**src/rtl/spi_master_pkg.sv**
```systemverilog
// Shared types and defaults for the SPI master controller.
// Holds the FSM state enum, default parameters and sizing helpers.
package spi_master_pkg;

    typedef enum logic [1:0] {
        IDLE,
        SETUP,
        XFER,
        HOLD
    } state_t;

    localparam int DEF_DATA_WIDTH = 8;
    localparam int DEF_CLK_DIV    = 2;
    localparam int DEF_CS_SETUP   = 1;
    localparam int DEF_CS_HOLD    = 1;

    // sclk toggles per transfer: two per bit
    function automatic int edge_count(input int dw);
        return 2 * dw;
    endfunction

    // counters hold their maximum value without wrapping
    function automatic int cnt_width(input int max_val);
        return $clog2(max_val) + 1;
    endfunction

    localparam int EDGE_CNT = edge_count(DEF_DATA_WIDTH);

endpackage

```
**src/rtl/spi_master_ctrl_if.sv**
```systemverilog
// Bundle of the SPI master's word handshake and serial pins.
// master: the controller side; slave: the user/BFM side.
interface spi_master_ctrl_if
    import spi_master_pkg::*;
#(
    parameter int DATA_WIDTH = DEF_DATA_WIDTH
);

    logic                  tx_valid;
    logic                  tx_ready;
    logic [DATA_WIDTH-1:0] tx_data;
    logic                  cpol;
    logic                  cpha;
    logic                  lsb_first;
    logic                  rx_valid;
    logic [DATA_WIDTH-1:0] rx_data;
    logic                  busy;
    logic                  cs_n;
    logic                  sclk;
    logic                  mosi;
    logic                  miso;

    modport master (
        input  tx_valid, tx_data, cpol, cpha, lsb_first, miso,
        output tx_ready, rx_valid, rx_data, busy, cs_n, sclk, mosi
    );

    modport slave (
        output tx_valid, tx_data, cpol, cpha, lsb_first, miso,
        input  tx_ready, rx_valid, rx_data, busy, cs_n, sclk, mosi
    );

endinterface

```
**src/rtl/spi_clk_gen.sv**
```systemverilog
// sclk edge strobe generator: one tick every CLK_DIV enabled cycles.
// Ports: clk, rst, en (clears when low), tick, lead (tick is a leading edge).
module spi_clk_gen
    import spi_master_pkg::*;
#(
    parameter int CLK_DIV = DEF_CLK_DIV
) (
    input  logic clk,
    input  logic rst,
    input  logic en,
    output logic tick,
    output logic lead
);

    localparam int CW = cnt_width(CLK_DIV);
    localparam logic [CW-1:0] LAST = CW'(CLK_DIV - 1);

    logic [CW-1:0] cnt;
    logic          phase;

    always_ff @(posedge clk) begin
        if (rst || !en) begin
            cnt   <= '0;
            phase <= 1'b0;
        end else if (cnt == LAST) begin
            cnt   <= '0;
            phase <= ~phase;
        end else begin
            cnt <= cnt + CW'(1);
        end
    end

    assign tick = en && (cnt == LAST);
    // odd toggles (phase still 0) are leading edges
    assign lead = ~phase;

endmodule

```
**src/rtl/spi_master_ctrl.sv**
```systemverilog
// SPI master: accepts one word per transfer, returns the received word.
// Ports: pclk, areset (sync, active-high), bus (word handshake + SPI pins).
module spi_master_ctrl
    import spi_master_pkg::*;
#(
    parameter int DATA_WIDTH = DEF_DATA_WIDTH,
    parameter int CLK_DIV    = DEF_CLK_DIV,
    parameter int CS_SETUP   = DEF_CS_SETUP,
    parameter int CS_HOLD    = DEF_CS_HOLD
) (
    input  logic              pclk,
    input  logic              areset,
    spi_master_ctrl_if.master bus
);

    localparam int EDGES = edge_count(DATA_WIDTH);
    localparam int EW    = cnt_width(EDGES);
    localparam int WMAX  = (CS_SETUP > CS_HOLD) ? CS_SETUP : CS_HOLD;
    localparam int WW    = cnt_width(WMAX);

    localparam logic [EW-1:0] E_LAST = EW'(EDGES - 1);
    localparam logic [WW-1:0] S_LAST = WW'(CS_SETUP - 1);
    localparam logic [WW-1:0] H_LAST = WW'(CS_HOLD - 1);

    state_t                state;
    logic                  rdy;
    logic                  busy_q;
    logic                  cs_q;
    logic                  sclk_q;
    logic                  mosi_q;
    logic                  rx_pulse;
    logic [DATA_WIDTH-1:0] rx_q;
    logic [DATA_WIDTH-1:0] tx_sh;
    logic [DATA_WIDTH-1:0] rx_sh;
    logic                  cpol_q;
    logic                  cpha_q;
    logic                  lsb_q;
    logic [EW-1:0]         edge_cnt;
    logic [WW-1:0]         wait_cnt;

    logic xfer_en;
    logic tick;
    logic lead;
    logic accept;
    logic last_edge;
    logic shift_ev;
    logic sample_ev;

    function automatic logic head(
        input logic [DATA_WIDTH-1:0] w,
        input logic                  lsb
    );
        return lsb ? w[0] : w[DATA_WIDTH-1];
    endfunction

    function automatic logic [DATA_WIDTH-1:0] advance(
        input logic [DATA_WIDTH-1:0] w,
        input logic                  lsb
    );
        return lsb ? {1'b0, w[DATA_WIDTH-1:1]}
                   : {w[DATA_WIDTH-2:0], 1'b0};
    endfunction

    // received bits land in the same order they were sent
    function automatic logic [DATA_WIDTH-1:0] capture(
        input logic [DATA_WIDTH-1:0] w,
        input logic                  lsb,
        input logic                  b
    );
        return lsb ? {b, w[DATA_WIDTH-1:1]}
                   : {w[DATA_WIDTH-2:0], b};
    endfunction

    assign xfer_en = (state == XFER);

    spi_clk_gen #(
        .CLK_DIV(CLK_DIV)
    ) u_clk_gen (
        .clk (pclk),
        .rst (areset),
        .en  (xfer_en),
        .tick(tick),
        .lead(lead)
    );

    assign accept    = (state == IDLE) && rdy && bus.tx_valid;
    assign last_edge = tick && (edge_cnt == E_LAST);
    // cpha=0 presents bit 0 at accept, so the final trailing edge has nothing left
    assign shift_ev  = tick && (cpha_q ? lead : (!lead && !last_edge));
    assign sample_ev = tick && (cpha_q ? !lead : lead);

    always_ff @(posedge pclk) begin
        if (areset) begin
            state    <= IDLE;
            rdy      <= 1'b0;
            busy_q   <= 1'b0;
            cs_q     <= 1'b1;
            sclk_q   <= 1'b0;
            mosi_q   <= 1'b0;
            rx_pulse <= 1'b0;
            rx_q     <= '0;
            tx_sh    <= '0;
            rx_sh    <= '0;
            cpol_q   <= 1'b0;
            cpha_q   <= 1'b0;
            lsb_q    <= 1'b0;
            edge_cnt <= '0;
            wait_cnt <= '0;
        end else begin
            rx_pulse <= 1'b0;
            unique case (state)
                IDLE: begin
                    sclk_q <= bus.cpol;
                    if (accept) begin
                        state    <= SETUP;
                        rdy      <= 1'b0;
                        busy_q   <= 1'b1;
                        cs_q     <= 1'b0;
                        cpol_q   <= bus.cpol;
                        cpha_q   <= bus.cpha;
                        lsb_q    <= bus.lsb_first;
                        wait_cnt <= '0;
                        edge_cnt <= '0;
                        rx_sh    <= '0;
                        if (!bus.cpha) begin
                            mosi_q <= head(bus.tx_data, bus.lsb_first);
                            tx_sh  <= advance(bus.tx_data, bus.lsb_first);
                        end else begin
                            tx_sh <= bus.tx_data;
                        end
                    end else begin
                        rdy <= 1'b1;
                    end
                end
                SETUP: begin
                    if (wait_cnt == S_LAST) begin
                        state    <= XFER;
                        wait_cnt <= '0;
                    end else begin
                        wait_cnt <= wait_cnt + WW'(1);
                    end
                end
                XFER: begin
                    if (tick) begin
                        sclk_q   <= ~sclk_q;
                        edge_cnt <= edge_cnt + EW'(1);
                    end
                    if (shift_ev) begin
                        mosi_q <= head(tx_sh, lsb_q);
                        tx_sh  <= advance(tx_sh, lsb_q);
                    end
                    if (sample_ev) begin
                        rx_sh <= capture(rx_sh, lsb_q, bus.miso);
                    end
                    if (last_edge) begin
                        state    <= HOLD;
                        wait_cnt <= '0;
                        edge_cnt <= '0;
                    end
                end
                HOLD: begin
                    sclk_q <= cpol_q;
                    if (wait_cnt == H_LAST) begin
                        state    <= IDLE;
                        cs_q     <= 1'b1;
                        busy_q   <= 1'b0;
                        rx_q     <= rx_sh;
                        rx_pulse <= 1'b1;
                    end else begin
                        wait_cnt <= wait_cnt + WW'(1);
                    end
                end
                default: state <= IDLE;
            endcase
        end
    end

    // ready is forced low while reset is held, even mid-IDLE
    assign bus.tx_ready = rdy && !areset;
    assign bus.busy     = busy_q;
    assign bus.cs_n     = cs_q;
    assign bus.sclk     = sclk_q;
    assign bus.mosi     = mosi_q;
    assign bus.rx_valid = rx_pulse;
    assign bus.rx_data  = rx_q;

endmodule

```
**src/flat_wrapper.sv**
```systemverilog
// flat-port wrapper written by rule: the top's interface ports become plain ports
module spi_master_ctrl_flat import spi_master_pkg::*;
#(
    parameter int DATA_WIDTH = DEF_DATA_WIDTH,
    parameter int CLK_DIV    = DEF_CLK_DIV,
    parameter int CS_SETUP   = DEF_CS_SETUP,
    parameter int CS_HOLD    = DEF_CS_HOLD
)
  (pclk, areset, bus_tx_valid, bus_tx_data, bus_cpol, bus_cpha, bus_lsb_first, bus_miso, bus_tx_ready, bus_rx_valid, bus_rx_data, bus_busy, bus_cs_n, bus_sclk, bus_mosi);
  spi_master_ctrl_if #(.DATA_WIDTH(DATA_WIDTH)) bus_i ();
  input  logic pclk;
  input  logic areset;
  input wire logic [$bits(bus_i.tx_valid)-1:0] bus_tx_valid;
  input wire logic [$bits(bus_i.tx_data)-1:0] bus_tx_data;
  input wire logic [$bits(bus_i.cpol)-1:0] bus_cpol;
  input wire logic [$bits(bus_i.cpha)-1:0] bus_cpha;
  input wire logic [$bits(bus_i.lsb_first)-1:0] bus_lsb_first;
  input wire logic [$bits(bus_i.miso)-1:0] bus_miso;
  output wire logic [$bits(bus_i.tx_ready)-1:0] bus_tx_ready;
  output wire logic [$bits(bus_i.rx_valid)-1:0] bus_rx_valid;
  output wire logic [$bits(bus_i.rx_data)-1:0] bus_rx_data;
  output wire logic [$bits(bus_i.busy)-1:0] bus_busy;
  output wire logic [$bits(bus_i.cs_n)-1:0] bus_cs_n;
  output wire logic [$bits(bus_i.sclk)-1:0] bus_sclk;
  output wire logic [$bits(bus_i.mosi)-1:0] bus_mosi;
  assign bus_i.tx_valid = bus_tx_valid;
  assign bus_i.tx_data = bus_tx_data;
  assign bus_i.cpol = bus_cpol;
  assign bus_i.cpha = bus_cpha;
  assign bus_i.lsb_first = bus_lsb_first;
  assign bus_i.miso = bus_miso;
  assign bus_tx_ready = bus_i.tx_ready;
  assign bus_rx_valid = bus_i.rx_valid;
  assign bus_rx_data = bus_i.rx_data;
  assign bus_busy = bus_i.busy;
  assign bus_cs_n = bus_i.cs_n;
  assign bus_sclk = bus_i.sclk;
  assign bus_mosi = bus_i.mosi;
  spi_master_ctrl #(.DATA_WIDTH(DATA_WIDTH), .CLK_DIV(CLK_DIV), .CS_SETUP(CS_SETUP), .CS_HOLD(CS_HOLD)) u_core (.pclk(pclk), .areset(areset), .bus(bus_i));
endmodule
```
**config.mk**
```make
export PLATFORM = sky130hd
export DESIGN_NAME = spi_master_ctrl_flat
export DESIGN_NICKNAME = d
export VERILOG_FILES = /design/src/rtl/spi_master_pkg.sv /design/src/rtl/spi_master_ctrl_if.sv /design/src/rtl/spi_clk_gen.sv /design/src/rtl/spi_master_ctrl.sv /design/src/flat_wrapper.sv
export SDC_FILE = /design/constraint.sdc
export NUM_CORES = 1
export LEC_CHECK = 0
export CAP_MARGIN = 25
export CORE_MARGIN = 5
export CORE_UTILIZATION = 55
export DETAILED_ROUTE_END_ITERATION = 8
export PLACE_DENSITY = 0.81
export SETUP_SLACK_MARGIN = 0.1
export SYNTH_ARGS = -nofsm -noshare
export SYNTH_HDL_FRONTEND = slang
export SYNTH_SLANG_ARGS = --single-unit
```
**constraint.sdc**
```tcl
create_clock -name pclk -period 2.12 [get_ports pclk]
set_input_delay 0.424 -clock pclk [delete_from_list [all_inputs] [get_ports pclk]]
set_output_delay 0.424 -clock pclk [all_outputs]
set_load 0.01 [all_outputs]
```
After elaboration in Yosys (flattened, before gate mapping)
Cells that the tools add are included.
W data, S select, Z words.
{"block": "totals", "out_inout_bits": 14, "elab_cells": 107, "reg_bits": 44, "input_bits": 15}
{"block": "classes", "bitwise_logic": 4, "add_sub_neg": 3, "n_reduce_logical": 29, "eq_ne": 14, "n_mux": 40}
{"op": "$mux W8", "count": 8}
{"op": "$pmux W8 S2", "count": 2}
{"op": "$mux W1", "count": 16}
{"op": "$mux W5", "count": 3}
{"op": "$reduce_and A3 Y1", "count": 4}
{"op": "$ne A2 B1 Y1 const B", "count": 5}
{"op": "$pmux W5 S2", "count": 1}
{"op": "$logic_and A1 B1 Y1", "count": 8}
{"op": "$mux W2", "count": 4}
{"op": "$pmux W2 S4", "count": 1}
{"op": "$reduce_and A2 Y1", "count": 4}
{"op": "$reduce_and A4 Y1", "count": 2}
{"op": "$ne A2 B2 Y1 const B", "count": 3}
{"op": "$pmux W1 S2", "count": 3}
{"op": "$pmux W1 S3", "count": 2}
{"op": "$reduce_or A2 Y1", "count": 3}
{"op": "$add A5 B1 Y5 const B", "count": 1}
{"op": "$eq A5 B4 Y1 const B", "count": 1}
{"op": "$eq A2 B1 Y1 const B", "count": 2}
{"op": "$eq A2 B2 Y1 const B", "count": 2}
{"op": "$not A1 Y1", "count": 4}
{"op": "$reduce_bool A2 Y1", "count": 2}
{"op": "$logic_not A1 Y1", "count": 3}
{"op": "$ne A3 B1 Y1 const B", "count": 1}
{"op": "other kinds (5)", "count": 5}

Depth between registers and ports, before layout
Gate-level depths: netlist of run 1.
{"block": "logic_depth", "depth_word": 9, "mapped_depth": 7, "mapped_depth_nobuf": 6}

By module
A second synthesis of run 1 with hierarchy kept.
{"block": "hier_totals", "hier_cells": 254, "area_unflattened_um2": 2255.9}
{"module": "spi_master_ctrl", "area_each_um2": 2139.6, "cells_per_inst": 242, "instances": 1, "seq_area_each_um2": 800.8}
{"module": "spi_clk_gen", "area_each_um2": 116.4, "cells_per_inst": 12, "instances": 1, "seq_area_each_um2": 60.1}

Worst setup path before layout of run 1
No wires, ideal clock.
{"block": "synth_timing", "path_type": "register to register", "startpoint": "register u_core.state[0]", "endpoint": "register u_core.rx_sh[0]", "setup_time_ns": 0.128, "stages_incl_launch_ff": 7, "t_arrival_ns": 1.572, "period_less_slack_ns": 1.699, "path_buffers": 0, "slack_ns": 0.421, "required_time_ns": 1.992, "cell_sequence": "dfxtp_1 -> inv_1 -> ha_1 -> mux2i_1 -> a211oi_4 -> mux2i_1 -> nor2_1"}
{"block": "synth_via", "elab_chain_len": 5, "elab_cells_between_ends": 11, "cone_classes": "eq/ne (3); mux (1); reduce/logical (7)"}
{"item": "from (decl)", "line": "spi_master_ctrl.sv:25", "rtl": "state_t state;"}
{"item": "from (signal assigned)", "line": "spi_master_ctrl.sv:94", "rtl": "state <= IDLE;"}
{"item": "from (signal assigned)", "line": "spi_master_ctrl.sv:115", "rtl": "state <= SETUP;"}
{"item": "from (signal assigned)", "line": "spi_master_ctrl.sv:137", "rtl": "state <= XFER;"}
{"item": "$eq A2 B2 Y1 or $logic_not A2 Y1 (tied branches)", "line": "spi_master_ctrl.sv:74, spi_master_ctrl.sv:111, spi_master_ctrl.sv:86"}
{"item": "$logic_and A1 B1 Y1, on equally long branches", "line": "spi_clk_gen.sv:33, spi_master_ctrl.sv:86"}
{"item": "$logic_and A1 B1 Y1, on equally long branches", "line": "spi_master_ctrl.sv:90, spi_master_ctrl.sv:86"}
{"item": "$ne A2 B1 Y1 (no line)"}
{"item": "$reduce_and A3 Y1 (no line)"}
{"item": "to (signal assigned)", "line": "spi_master_ctrl.sv:153", "rtl": "rx_sh <= capture(rx_sh, lsb_q, bus.miso);"}
{"item": "to (decl)", "line": "spi_master_ctrl.sv:34", "rtl": "logic [DATA_WIDTH-1:0] rx_sh;"}
Parallel ways exist; a longest one is shown, timed or not.
A chain may end at the register's enable or synchronous reset.

Final worst setup path of run 1
{"block": "layout_timing", "startpoint": "register u_core.state[0]", "endpoint": "register u_core.edge_cnt[3]"}
{"block": "layout_via", "elab_chain_len": 5, "elab_cells_between_ends": 12, "cone_classes": "eq/ne (3); mux (2); reduce/logical (7)"}
{"item": "$eq A2 B2 Y1 or $logic_not A2 Y1 (tied branches)", "line": "spi_master_ctrl.sv:74, spi_master_ctrl.sv:111, spi_master_ctrl.sv:86"}
{"item": "$logic_and A1 B1 Y1, on equally long branches", "line": "spi_clk_gen.sv:33, spi_master_ctrl.sv:86"}
{"item": "$logic_and A1 B1 Y1, on equally long branches", "line": "spi_master_ctrl.sv:87, spi_master_ctrl.sv:86"}
{"item": "$ne A3 B1 Y1 (no line), or another cell as far along"}
{"item": "$reduce_and A3 Y1 (no line) or $pmux W5 S2 (tied branches)"}
{"item": "to (signal assigned)", "line": "spi_master_ctrl.sv:146", "rtl": "edge_cnt <= edge_cnt + EW'(1);"}
{"item": "to (decl)", "line": "spi_master_ctrl.sv:38", "rtl": "logic [EW-1:0] edge_cnt;"}
Parallel ways exist; a longest one is shown, timed or not.

==> impl_results.rst, run 1 <==
.. list-table::
   :header-rows: 1

   * - Metric
     - Value
   * - Run status
     - complete, no violations
   * - Post-DRT Antenna Nets
     - 0
   * - Met2 Routed Length
     - 2.25 mm
   * - Kind of cell adding the most delay to the critical path
     - simple AND/OR/NAND/NOR gates
   * - Post-synthesis sequential area ratio
     - 38.4%
   * - Least setup slack across all paths after layout
     - 296 ps
   * - Quantity of I/O buffers inserted on ports
     - 28
   * - Average size of a mapped cell
     - 9.08 µm²
   * - Largest family of logic cells by synthesized area
     - multiplexers
   * - Master cell of the clock root buffer
     - sky130_fd_sc_hd__clkbuf_8
   * - Setup Skew
     - 6.17 ps
   * - Post-synthesis sequential element count
     - 43
   * - CP Launch Type
     - flop
   * - Kind of end point of the critical path
     - flop
   * - Largest net degree at the start of global routing
     - 53
   * - Adder and majority gate portion of the synthesized area
     - 3.91%
   * - Die area
     - 0.00545 mm²
   * - Met3 routed WL
     - 146 µm
   * - FF-to-FF End
     - u_core.edge_cnt[3]
   * - Number of distinct standard cells referenced by the synthesized netlist
     - 40
   * - Max layer used
     - met4
   * - Top cell type by total area after synthesis
     - sky130_fd_sc_hd__dfxtp_1
   * - Standard-cell row count
     - 23
   * - Pwr per Cell Area
     - 1030 mW/mm²
   * - Placed instance area
     - 0.00260 mm²
   * - Share of the clock period used by the worst path
     - 86.0%
   * - First-pass DRT Iterations
     - 4
   * - Yosys Warn Count
     - 0
   * - Routed via count divided by cell count
     - 5.57
   * - Area of the core
     - 0.00397 mm²
   * - Max Root-Sink Buffers
     - 2
   * - Signal arrival time at the worst endpoint
     - 2040 ps
   * - Number of levels the H-tree was split into
     - 2
   * - Post-synthesis compound-gate area fraction
     - 13.1%
   * - Gate Count Post-Synth
     - 247
   * - Required time at the worst-slack endpoint
     - 2340 ps
   * - Endpoints failing hold
     - 0
   * - Aggregate negative setup slack
     - 0 ps
   * - Post-DR wirelength/cell
     - 14.4 µm
   * - Residual DRC
     - 0
   * - Area fraction of the dominant cell type after synthesis
     - 38.4%
   * - Hold path start
     - u_core.u_clk_gen.cnt[0]
   * - Peak VDD IR
     - 0.695 mV
   * - Number of diodes
     - 0
   * - Share of layout cells above drive strength 1
     - 9.75%
   * - Area of the mapped netlist
     - 0.00224 mm²
   * - Bufs and invs on worst path
     - 1
   * - Area Overhead vs Synth
     - 20.7%
   * - TritonCTS Sinks
     - 43
   * - Number of flops mapped to enable cells by yosys
     - 0
   * - Vertical die dimension
     - 73.9 µm
   * - Chain of cells forming the critical path
     - inv_1 -> ha_1 -> a21boi_1 -> nor4_1 -> nand2_1 -> a21oi_1
   * - Vias in the first global route
     - 1835
   * - Startpoint-to-endpoint class of the critical path
     - flop to flop
   * - RSZ-0062 raised after global routing
     - false
   * - Total of hold buffers inserted after clock tree synthesis
     - 0
   * - Fraction of registers with async set or reset after synthesis
     - 0%
   * - Fin nets
     - 299
   * - Sum of routed wire length over all layers
     - 4.69 mm
   * - Number of buffers added by the clock tree synthesis step
     - 5
   * - Number of cells on the worst hold path
     - 1
   * - Mapped Nets
     - 269
   * - Portion of netlist area occupied by mux cells
     - 22.7%
   * - Clock latency on the worst-skew pair
     - 290 ps
   * - Final-report max-slew violation count
     - 0
   * - Worst reg2reg path startpoint
     - u_core.state[0]
   * - Leakage Power
     - 1.01 nW
   * - Final critical path time including I/O delays and setup
     - 1820 ps
   * - Global route overflow
     - 0
   * - # IOs
     - 29
   * - Worst hold path class
     - flop to flop
   * - Non-filler instance count after layout
     - 327
   * - Count of routing violations after the opening detailed-route iteration
     - 106
   * - M1 WL
     - 2.24 mm
   * - Final-report setup violation count
     - 0
   * - Worst Path Max Fanout
     - 8
   * - Achievable clock frequency
     - 548 MHz
   * - Die Wd
     - 73.9 µm
   * - Total via count in the routed design
     - 1821
   * - Final weighted congestion of routability-driven global placement
     - 0.796
   * - Setup slack after placement
     - 155 ps
   * - TritonCTS clock tree
     - yes
   * - Worst max-slew margin expressed relative to the limit
     - 58.0%
   * - Fill cell total of the finished layout
     - 316
   * - Placed cells
     - 320
   * - Overall Global Routing Usage
     - 18.9%
   * - Reg clk slew, reported paths
     - 80 ps
   * - Total non-filler cell area in the finished layout
     - 0.00271 mm²
   * - Worst setup slack for register-to-register paths
     - 300 ps
   * - Initial Util
     - 56.5%
   * - Fraction of synthesized cell area in xor and xnor cells
     - 0.781%
   * - Crit-path max cell delay
     - 460 ps
   * - Critical Path Slowest Stage Cell
     - sky130_fd_sc_hd__nor4_1
   * - Number of cells on the worst reg-to-reg path
     - 6
   * - Simple logic cell fraction of the synthesized area
     - 17.4%
   * - Worst hold slack
     - 438 ps
   * - Most common flop cell mapped by yosys
     - sky130_fd_sc_hd__dfxtp_1
   * - Initial antenna violation count
     - 0
   * - Cell types with the largest area share after synthesis
     - sky130_fd_sc_hd__dfxtp_1 (38%), sky130_fd_sc_hd__mux2i_1 (20%), sky130_fd_sc_hd__nor2_1 (5.7%)
   * - Sum of net half-perimeters after detailed placement
     - 3.38 mm
   * - Number of max-capacitance violations reported
     - 0
   * - Wire length of the first global-routing pass
     - 8.20 mm
   * - Endpoint with the worst hold slack
     - u_core.u_clk_gen.cnt[0]
   * - Slew at the pin closest to its max-slew limit
     - 630 ps
[registers in the layout, indices dropped and copies added (netlist names), 2 cells and up]
register	cells
u_core.bus.rx_data	8
u_core.edge_cnt	5
u_core.rx_sh	8
u_core.state	2
u_core.tx_sh	8
u_core.u_clk_gen.cnt	2
[what timing repair did]
item,CTS,global route
setup endpoints to repair,0,9
gates resized for setup,0,2
buffers inserted,0,0
[power by group]
group	internal (W)	switching, W	leakage [nW]
clock	0.000345	0.000266	0.0513
sequential	0.000920	0.0000998	0.349
combinational	0.000538	0.000604	0.615
total	0.00180	0.000970	1.01
[cell usage in the layout (no fill, tap or decap), types with 2 or more instances in the layout]
master,n
sky130_fd_sc_hd__o221ai_1,6
sky130_fd_sc_hd__ha_1,7
sky130_fd_sc_hd__o21bai_1,2
sky130_fd_sc_hd__dfxtp_1,43
sky130_fd_sc_hd__clkbuf_8,5
sky130_fd_sc_hd__a21oi_1,21
sky130_fd_sc_hd__inv_1,6
sky130_fd_sc_hd__nand3_1,3
sky130_fd_sc_hd__nor3_1,4
sky130_fd_sc_hd__mux2_2,6
sky130_fd_sc_hd__nor2b_1,2
sky130_fd_sc_hd__mux2i_1,44
sky130_fd_sc_hd__buf_4,10
sky130_fd_sc_hd__nand2b_1,13
sky130_fd_sc_hd__a22oi_1,2
sky130_fd_sc_hd__and4b_1,2
sky130_fd_sc_hd__nand3b_1,3
sky130_fd_sc_hd__clkdlybuf4s50_1,27
sky130_fd_sc_hd__nand2_1,13
sky130_fd_sc_hd__nor2_1,34
[cell type report]
class	count	area, µm²	share of cell area, %
Clock buffer	6	72.6	2.68
Clock inverter	1	30.0	1.11
Inverter	6	22.5	0.832
Multi-Input combinational cell	183	1300	48.0
Sequential cell	43	861	31.8
Tap cell	50	62.6	2.31
Timing Repair Buffer	38	358	13.2
[cell usage after synthesis, drive strengths merged (4+ instances only)]
cell	instances
a21oi	21
buf	8
clkbuf	7
dfxtp	43
ha	7
inv	6
mux2	6
mux2i	44
nand2	14
nand2b	13
nor2	34
nor3	4
o221ai	6
[metal layers]
layer | global-route usage (%) | vias to the layer above
met1 | 24.3 | 859
li1 | - | 929
met2 | 31.9 | 27
met5 | 0 | -
met4 | 6.24 | 0
met3 | 3.01 | 6
[through the flow]
stage          total power [W]  utilization (%)
3_5_place_dp           0.00218             65.4
4_1_cts                0.00279             68.0
5_1_grt                0.00296             68.1
3_3_place_gp           0.00216             65.4
6_report               0.00277             68.1
2_1_floorplan          0.00182                -
[kinds of logic after synthesis]
logic type	count (synthesis)
simple gates	81
mux	50
compound gates	43
flops	43
buf+inv	21
fa+ha+maj	7
xor+xnor	2
[worst max path at each step]
stage	from	to	slack [ps]	cells past startpoint
after floorplan	u_core.state[0]	u_core.rx_sh[0]	420	6
after global placement	areset	bus_tx_ready	200	3
after detailed placement	areset	bus_tx_ready	160	3
after CTS	areset	bus_tx_ready	150	3
after global routing	u_core.state[0]	u_core.edge_cnt[3]	140	6
final	u_core.state[0]	u_core.edge_cnt[3]	300	6
No activity file was read; power rests on OpenSTA's default activity.
==> run 2, diff against run 1 <==
CORE_MARGIN = 4   (was 5)
==> run 2 against run 1 <==
Global-route usage decreased by 0.50 points; wire length fell by 2.4%; cell count decreased by 0.61%.
==> impl_results.rst, run 2 (same netlist as run 1, synthesis figures left out) <==
.. list-table::
   :header-rows: 1

   * - Metric
     - Value
   * - Peak VDD IR
     - 0.882 mV (+27%)
   * - Worst Path Max Fanout
     - 15 (+7)
   * - Worst hold slack
     - 434 ps (-4.18 ps)
   * - Share of power burned in registers
     - 38.8% (+2.0 points)
   * - Area of the core
     - 0.00380 mm² (-4.3%)
   * - Required time at the worst-slack endpoint
     - 2340 ps (about the same)
   * - Area Overhead vs Synth
     - 19.8%
   * - Run status
     - complete, no violations
   * - TritonCTS Sinks
     - 43 (unchanged)
   * - Pwr per Cell Area
     - 988 mW/mm² (-3.6%)
   * - Number of max-capacitance violations reported
     - 0 (unchanged)
   * - Final critical path time including I/O delays and setup
     - 1880 ps (+55.9 ps)
   * - Clock latency on the worst-skew pair
     - 300 ps (about the same)
   * - Number of levels the H-tree was split into
     - 2 (unchanged)
   * - Endpoints failing hold
     - 0 (unchanged)
   * - Master cell of the clock root buffer
     - sky130_fd_sc_hd__clkbuf_8
   * - Setup Skew
     - 4.46 ps (-1.71 ps)
   * - RSZ-0062 raised after global routing
     - false
   * - Final-report max-slew violation count
     - 0 (unchanged)
   * - Leakage Power
     - 1.00 nW (-1.3%)
   * - Count of routing violations after the opening detailed-route iteration
     - 141 (+33%)
   * - Wire length of the first global-routing pass
     - 7.53 mm (-8.2%)
   * - Aggregate negative setup slack
     - 0 ps (unchanged)
   * - Most frequent cells in the layout
     - sky130_fd_sc_hd__mux2i_1 (44), sky130_fd_sc_hd__dfxtp_1 (43), sky130_fd_sc_hd__nor2_1 (34)
   * - Startpoint-to-endpoint class of the critical path
     - flop to flop
   * - Worst hold path class
     - flop to flop
   * - Final weighted congestion of routability-driven global placement
     - 0.789 (-0.90%)
   * - Post-DR wirelength/cell
     - 14.1 µm (-1.8%)
   * - Kind of end point of the critical path
     - flop
   * - Total via count in the routed design
     - 1805 (-0.88%)
   * - Residual DRC
     - 0 (unchanged)
   * - Sum of routed wire length over all layers
     - 4.58 mm (-2.4%)
   * - Reg clk slew, reported paths
     - 80 ps (about the same)
   * - Slew at the pin closest to its max-slew limit
     - 495 ps (-135 ps)
   * - Number of diodes
     - 0 (unchanged)
   * - Number of buffers added by the clock tree synthesis step
     - 5 (unchanged)
   * - Switching Fraction
     - 36.8% (+1.8 points)
   * - Standard-cell row count
     - 22 (-4.3%)
   * - Leading cell type in the layout, fill and taps excluded
     - sky130_fd_sc_hd__mux2i_1
   * - Part of the total power dissipated in combinational logic
     - 42.5% (+1.3 points)
   * - Switching power of the nets
     - 0.000975 W (+0.49%)
   * - Post-layout total power
     - 0.00265 W (-4.4%)
   * - CP Launch Type
     - flop
   * - Share of layout cells above drive strength 1
     - 10.1% (+0.36 points)
   * - Global route overflow
     - 0 (unchanged)
   * - Max Root-Sink Buffers
     - 2 (unchanged)
   * - Worst max-slew margin expressed relative to the limit
     - 67.0% (+8.9 points)
   * - Post-DRT Antenna Nets
     - 0 (unchanged)
   * - Sum of net half-perimeters after detailed placement
     - 3.23 mm (-4.5%)
   * - Signal arrival time at the worst endpoint
     - 2100 ps (+60 ps)
   * - Largest net degree at the start of global routing
     - 53 (unchanged)
   * - Initial Util
     - 59.0% (+2.6 points)
   * - Routed via count divided by cell count
     - 5.55 (-0.27%)
   * - Fin nets
     - 298 (-0.33%)
   * - Quantity of I/O buffers inserted on ports
     - 28 (unchanged)
   * - First-pass DRT Iterations
     - 4 (unchanged)
   * - Die area
     - 0.00516 mm² (-5.3%)
   * - Final-report setup violation count
     - 0 (unchanged)
   * - Die Wd
     - 71.9 µm (-2.7%)
   * - Share of the clock period used by the worst path
     - 88.7% (+2.6 points)
   * - Initial antenna violation count
     - 0 (unchanged)
   * - # IOs
     - 29 (unchanged)
   * - Vias in the first global route
     - 1610 (-12%)
   * - Vertical die dimension
     - 71.9 µm (-2.7%)
   * - Portion of total power attributed to the clock network
     - 18.6% (-3.4 points)
   * - Overall Global Routing Usage
     - 18.4% (-0.50 points)
   * - Achievable clock frequency
     - 532 MHz (-3.0%)
   * - Fill cell total of the finished layout
     - 295 (-6.6%)
   * - Internal
     - 0.00168 W (-7.0%)
   * - TritonCTS clock tree
     - yes
run 2: cell count changes in the layout (fill, tap and decap cells not counted), sizes merged:
cell,delta
clkbuf,+1
bufinv,-1
buf,-1
clkinv,+1
run 2: what timing repair did:
action / 4_1_cts / 5_1_grt
buffers inserted: 0 / 0
hold buffers: 0 / 0
setup endpoints to repair: 0 / 7
gates resized for setup: 0 / 4
run 2: worst paths after layout:
| kind | from | end | slack, ps | cells after the start |
|---|---|---|---|---|
| setup reg to reg | u_core.state[0] | u_core.tx_sh[5] | 240 | 6 |
| hold reg to reg | u_core.u_clk_gen.cnt[0] | u_core.u_clk_gen.cnt[0] | 430 | 1 |
| setup / recovery | u_core.state[0] | u_core.tx_sh[5] | 240 | 6 |
| hold / removal | u_core.u_clk_gen.cnt[0] | u_core.u_clk_gen.cnt[0] | 430 | 1 |
run 2: worst max-delay path, cell delays in order (launching register included):
cell and delay, ps:
sky130_fd_sc_hd__dfxtp_1 360, sky130_fd_sc_hd__inv_1 120, sky130_fd_sc_hd__ha_1 260, sky130_fd_sc_hd__buf_4 240, sky130_fd_sc_hd__o211ai_1 150, sky130_fd_sc_hd__nand2_1 420
sky130_fd_sc_hd__mux2i_1 250
run 2: layer usage:
metal  vias up  global-route usage (%)  wire, µm
li1        930                       -         -
met1       824                    26.8      2300
met2        44                    25.1      1990
met3         7                    4.77       223
met4         0                    8.14        73
met5         -                       0         0
run 2: power by group through the flow:
| stage | clock, W | combinational (W) | sequential [W] |
|---|---|---|---|
| after floorplan | 0 | 0.000796 | 0.00102 |
| after global routing | 0.000555 | 0.00123 | 0.00104 |
| final | 0.000494 | 0.00113 | 0.00103 |
| after detailed placement | 0 | 0.00111 | 0.00104 |
| after global placement | 0 | 0.00108 | 0.00104 |
| after CTS | 0.000516 | 0.00111 | 0.00103 |
run 2: layout make-up:
class | count | area, µm² | share of cell area, %
clock buffers | 7 | 76.3 | 2.84
clock inverters | 1 | 5.00 | 0.186
inverters | 6 | 22.5 | 0.839
multi-input cells | 183 | 1310 | 48.8
flip-flops and latches | 43 | 861 | 32.1
well taps | 48 | 60.1 | 2.24
repair buffers | 37 | 350 | 13.0
run 2: stage by stage:
step / std cells / utilization [%] / cell area, µm² / setup WS (ps)
3_3_place_gp: 317 / 68.1 / 2590 / 150
5_1_grt: 325 / 70.7 / 2690 / 107
3_5_place_dp: 317 / 68.1 / 2590 / 144
2_1_floorplan: 247 / - / 2240 / 421
4_1_cts: 325 / 70.3 / 2670 / 148
6_report: 325 / 70.7 / 2690 / 240
==> run 3, diff against run 2 <==
--- a/config.mk
+++ b/config.mk
@@ -13,2 +13,3 @@
 export SETUP_SLACK_MARGIN = 0.1
+export SKIP_LAST_GASP = 1
 export SYNTH_ARGS = -nofsm -noshare
--- a/constraint.sdc
+++ b/constraint.sdc
@@ -3,2 +3,2 @@
 set_output_delay 0.424 -clock pclk [all_outputs]
-set_load 0.01 [all_outputs]
+set_load 0.1 [all_outputs]
==> run 3 against run 2 <==
Setup slack improved by 43 ps; sequential share of layout area increased by 0.15 points; critical path depth unchanged; core utilization decreased by 0.33 points; power increased by 8.5%; flip-flop and latch count unchanged; cell count increased by 0.31%.
==> impl_results.rst, run 3 (same netlist as run 1, synthesis figures left out) <==
.. list-table::
   :header-rows: 1

   * - Metric
     - Value
   * - TritonCTS clock tree
     - yes
   * - Wire length of the first global-routing pass
     - 7.83 mm (+3.9%)
   * - Number of max-capacitance violations reported
     - 0 (unchanged)
   * - Vertical die dimension
     - 71.9 µm (unchanged)
   * - Aggregate negative setup slack
     - 0 ps (unchanged)
   * - Number of levels the H-tree was split into
     - 2 (unchanged)
   * - Fin nets
     - 299 (+0.34%)
   * - Area of the core
     - 0.00380 mm² (unchanged)
   * - Final critical path time including I/O delays and setup
     - 1840 ps (-42.6 ps)
   * - Vias in the first global route
     - 1687 (+4.8%)
   * - Worst hold path class
     - flop to flop
   * - Die area
     - 0.00516 mm² (unchanged)
   * - Post-DRT Antenna Nets
     - 0 (unchanged)
   * - Die Wd
     - 71.9 µm (unchanged)
   * - Final-report max-slew violation count
     - 0 (unchanged)
   * - Leading cell type in the layout, fill and taps excluded
     - sky130_fd_sc_hd__mux2i_1
   * - Achievable clock frequency
     - 544 MHz (+2.3%)
   * - Area Overhead vs Synth
     - 19.2%
   * - Total via count in the routed design
     - 1832 (+1.5%)
   * - Share of layout cells above drive strength 1
     - 15.1% (+5.0 points)
   * - Quantity of I/O buffers inserted on ports
     - 28 (unchanged)
   * - Share of the clock period used by the worst path
     - 86.7% (-2.0 points)
   * - Worst max-slew margin expressed relative to the limit
     - 66.1% (-0.88 points)
   * - Non-filler instance count after layout
     - 326 (+0.31%)
   * - Initial Util
     - 59.0% (unchanged)
   * - Standard-cell row count
     - 22 (unchanged)
   * - Clock latency on the worst-skew pair
     - 290 ps (about the same)
   * - Final weighted congestion of routability-driven global placement
     - 0.770 (-2.4%)
   * - Setup Skew
     - 4.15 ps (-0.310 ps)
   * - Number of buffers added by the clock tree synthesis step
     - 5 (unchanged)
   * - Post-DR wirelength/cell
     - 14.1 µm (+0.22%)
   * - Sum of routed wire length over all layers
     - 4.61 mm (+0.52%)
   * - Master cell of the clock root buffer
     - sky130_fd_sc_hd__clkbuf_8
   * - RSZ-0062 raised after global routing
     - false
   * - Worst setup slack for register-to-register paths
     - 280 ps (+40 ps)
   * - # IOs
     - 29 (unchanged)
   * - Fill cell total of the finished layout
     - 319 (+8.1%)
   * - Required time at the worst-slack endpoint
     - 2340 ps (about the same)
   * - Number of diodes
     - 0 (unchanged)
   * - Total of hold buffers inserted after clock tree synthesis
     - 0 (unchanged)
   * - Count of routing violations after the opening detailed-route iteration
     - 159 (+13%)
   * - Number of buffers inserted to repair setup after CTS
     - 0 (unchanged)
   * - Initial antenna violation count
     - 0 (unchanged)
   * - Leakage Power
     - 1.03 nW (+2.5%)
   * - Placed cells
     - 318 (+0.32%)
   * - Max Root-Sink Buffers
     - 2 (unchanged)
   * - Most frequent cells in the layout
     - sky130_fd_sc_hd__mux2i_1 (44), sky130_fd_sc_hd__dfxtp_1 (43), sky130_fd_sc_hd__nor2_1 (34)
   * - Largest net degree at the start of global routing
     - 53 (unchanged)
   * - Pwr per Cell Area
     - 1080 mW/mm² (+9.0%)
   * - First-pass DRT Iterations
     - 4 (unchanged)
   * - Residual DRC
     - 0 (unchanged)
   * - Worst Path Max Fanout
     - 8 (-7)
   * - Final-report setup violation count
     - 0 (unchanged)
   * - Global route overflow
     - 0 (unchanged)
   * - Number of instances resized during post-cts repair
     - 0 (unchanged)
   * - TritonCTS Sinks
     - 43 (unchanged)
   * - Sum of net half-perimeters after detailed placement
     - 3.28 mm (+1.6%)
   * - Reg clk slew, reported paths
     - 70 ps (about the same)
   * - Routed via count divided by cell count
     - 5.62 (+1.2%)
   * - Signal arrival time at the worst endpoint
     - 2060 ps (-40 ps)
   * - Peak VDD IR
     - 0.972 mV (+10%)
   * - Run status
     - complete, no violations
   * - Worst hold slack
     - 433 ps (-1.46 ps)
   * - CP Launch Type
     - flop
   * - Overall Global Routing Usage
     - 18.9% (+0.59 points)
   * - Kind of end point of the critical path
     - flop
   * - Endpoints failing hold
     - 0 (unchanged)
   * - Startpoint-to-endpoint class of the critical path
     - flop to flop
   * - Slew at the pin closest to its max-slew limit
     - 508 ps (+13.8 ps)
==> run 3: final timing paths <==
path | cells past startpoint | startpoint | endpoint
setup / recovery | 6 | u_core.state[0] | u_core.edge_cnt[2]
hold / removal | 1 | u_core.u_clk_gen.cnt[0] | u_core.u_clk_gen.cnt[0]
setup reg to reg | 6 | u_core.state[0] | u_core.edge_cnt[2]
hold reg to reg | 1 | u_core.u_clk_gen.cnt[0] | u_core.u_clk_gen.cnt[0]
==> run 3: area by class of cell <==
type / count / area (µm²) / area share [%]
multi-input combinational: 183 / 1300 / 48.7
sequential: 43 / 861 / 32.2
timing repair buffer: 38 / 345 / 12.9
clock buffer: 7 / 76.3 / 2.86
tap: 48 / 60.1 / 2.25
inverter: 6 / 22.5 / 0.843
clock inverter: 1 / 5.00 / 0.187
==> run 3: worst max-delay path, cell delays in order (launching register included) <==
cell and delay, ps:
sky130_fd_sc_hd__dfxtp_1 350, sky130_fd_sc_hd__inv_1 120, sky130_fd_sc_hd__ha_1 310, sky130_fd_sc_hd__mux2i_1 190, sky130_fd_sc_hd__nand2b_1 280, sky130_fd_sc_hd__or3_1 370
sky130_fd_sc_hd__a21oi_1 140
==> run 3: routing by layer <==
metal  track usage [%]  vias up  share of wire [%]
met5                 0        -                  0
met4              6.05        0               0.85
met3              4.91        4                4.2
met2              28.2       32                 45
met1              26.7      865                 50
li1                  -      931                  -
==> run 3: power breakdown <==
part	leakage, nW	switching (W)	internal (W)
Sequential	0.349	0.000106	0.000920
Clock	0.0422	0.000258	0.000231
Combinational	0.636	0.000844	0.000518
==> run 3: through the flow <==
step	total power (W)	setup WS, ps	utilization (%)	instance area, µm²
global route	0.00305	121	70.4	2670
floorplan	0.00206	122	-	2240
detailed placement	0.00239	208	68.1	2590
global placement	0.00237	223	68.1	2590
CTS	0.00289	283	70.3	2670
finish	0.00288	283	70.4	2670
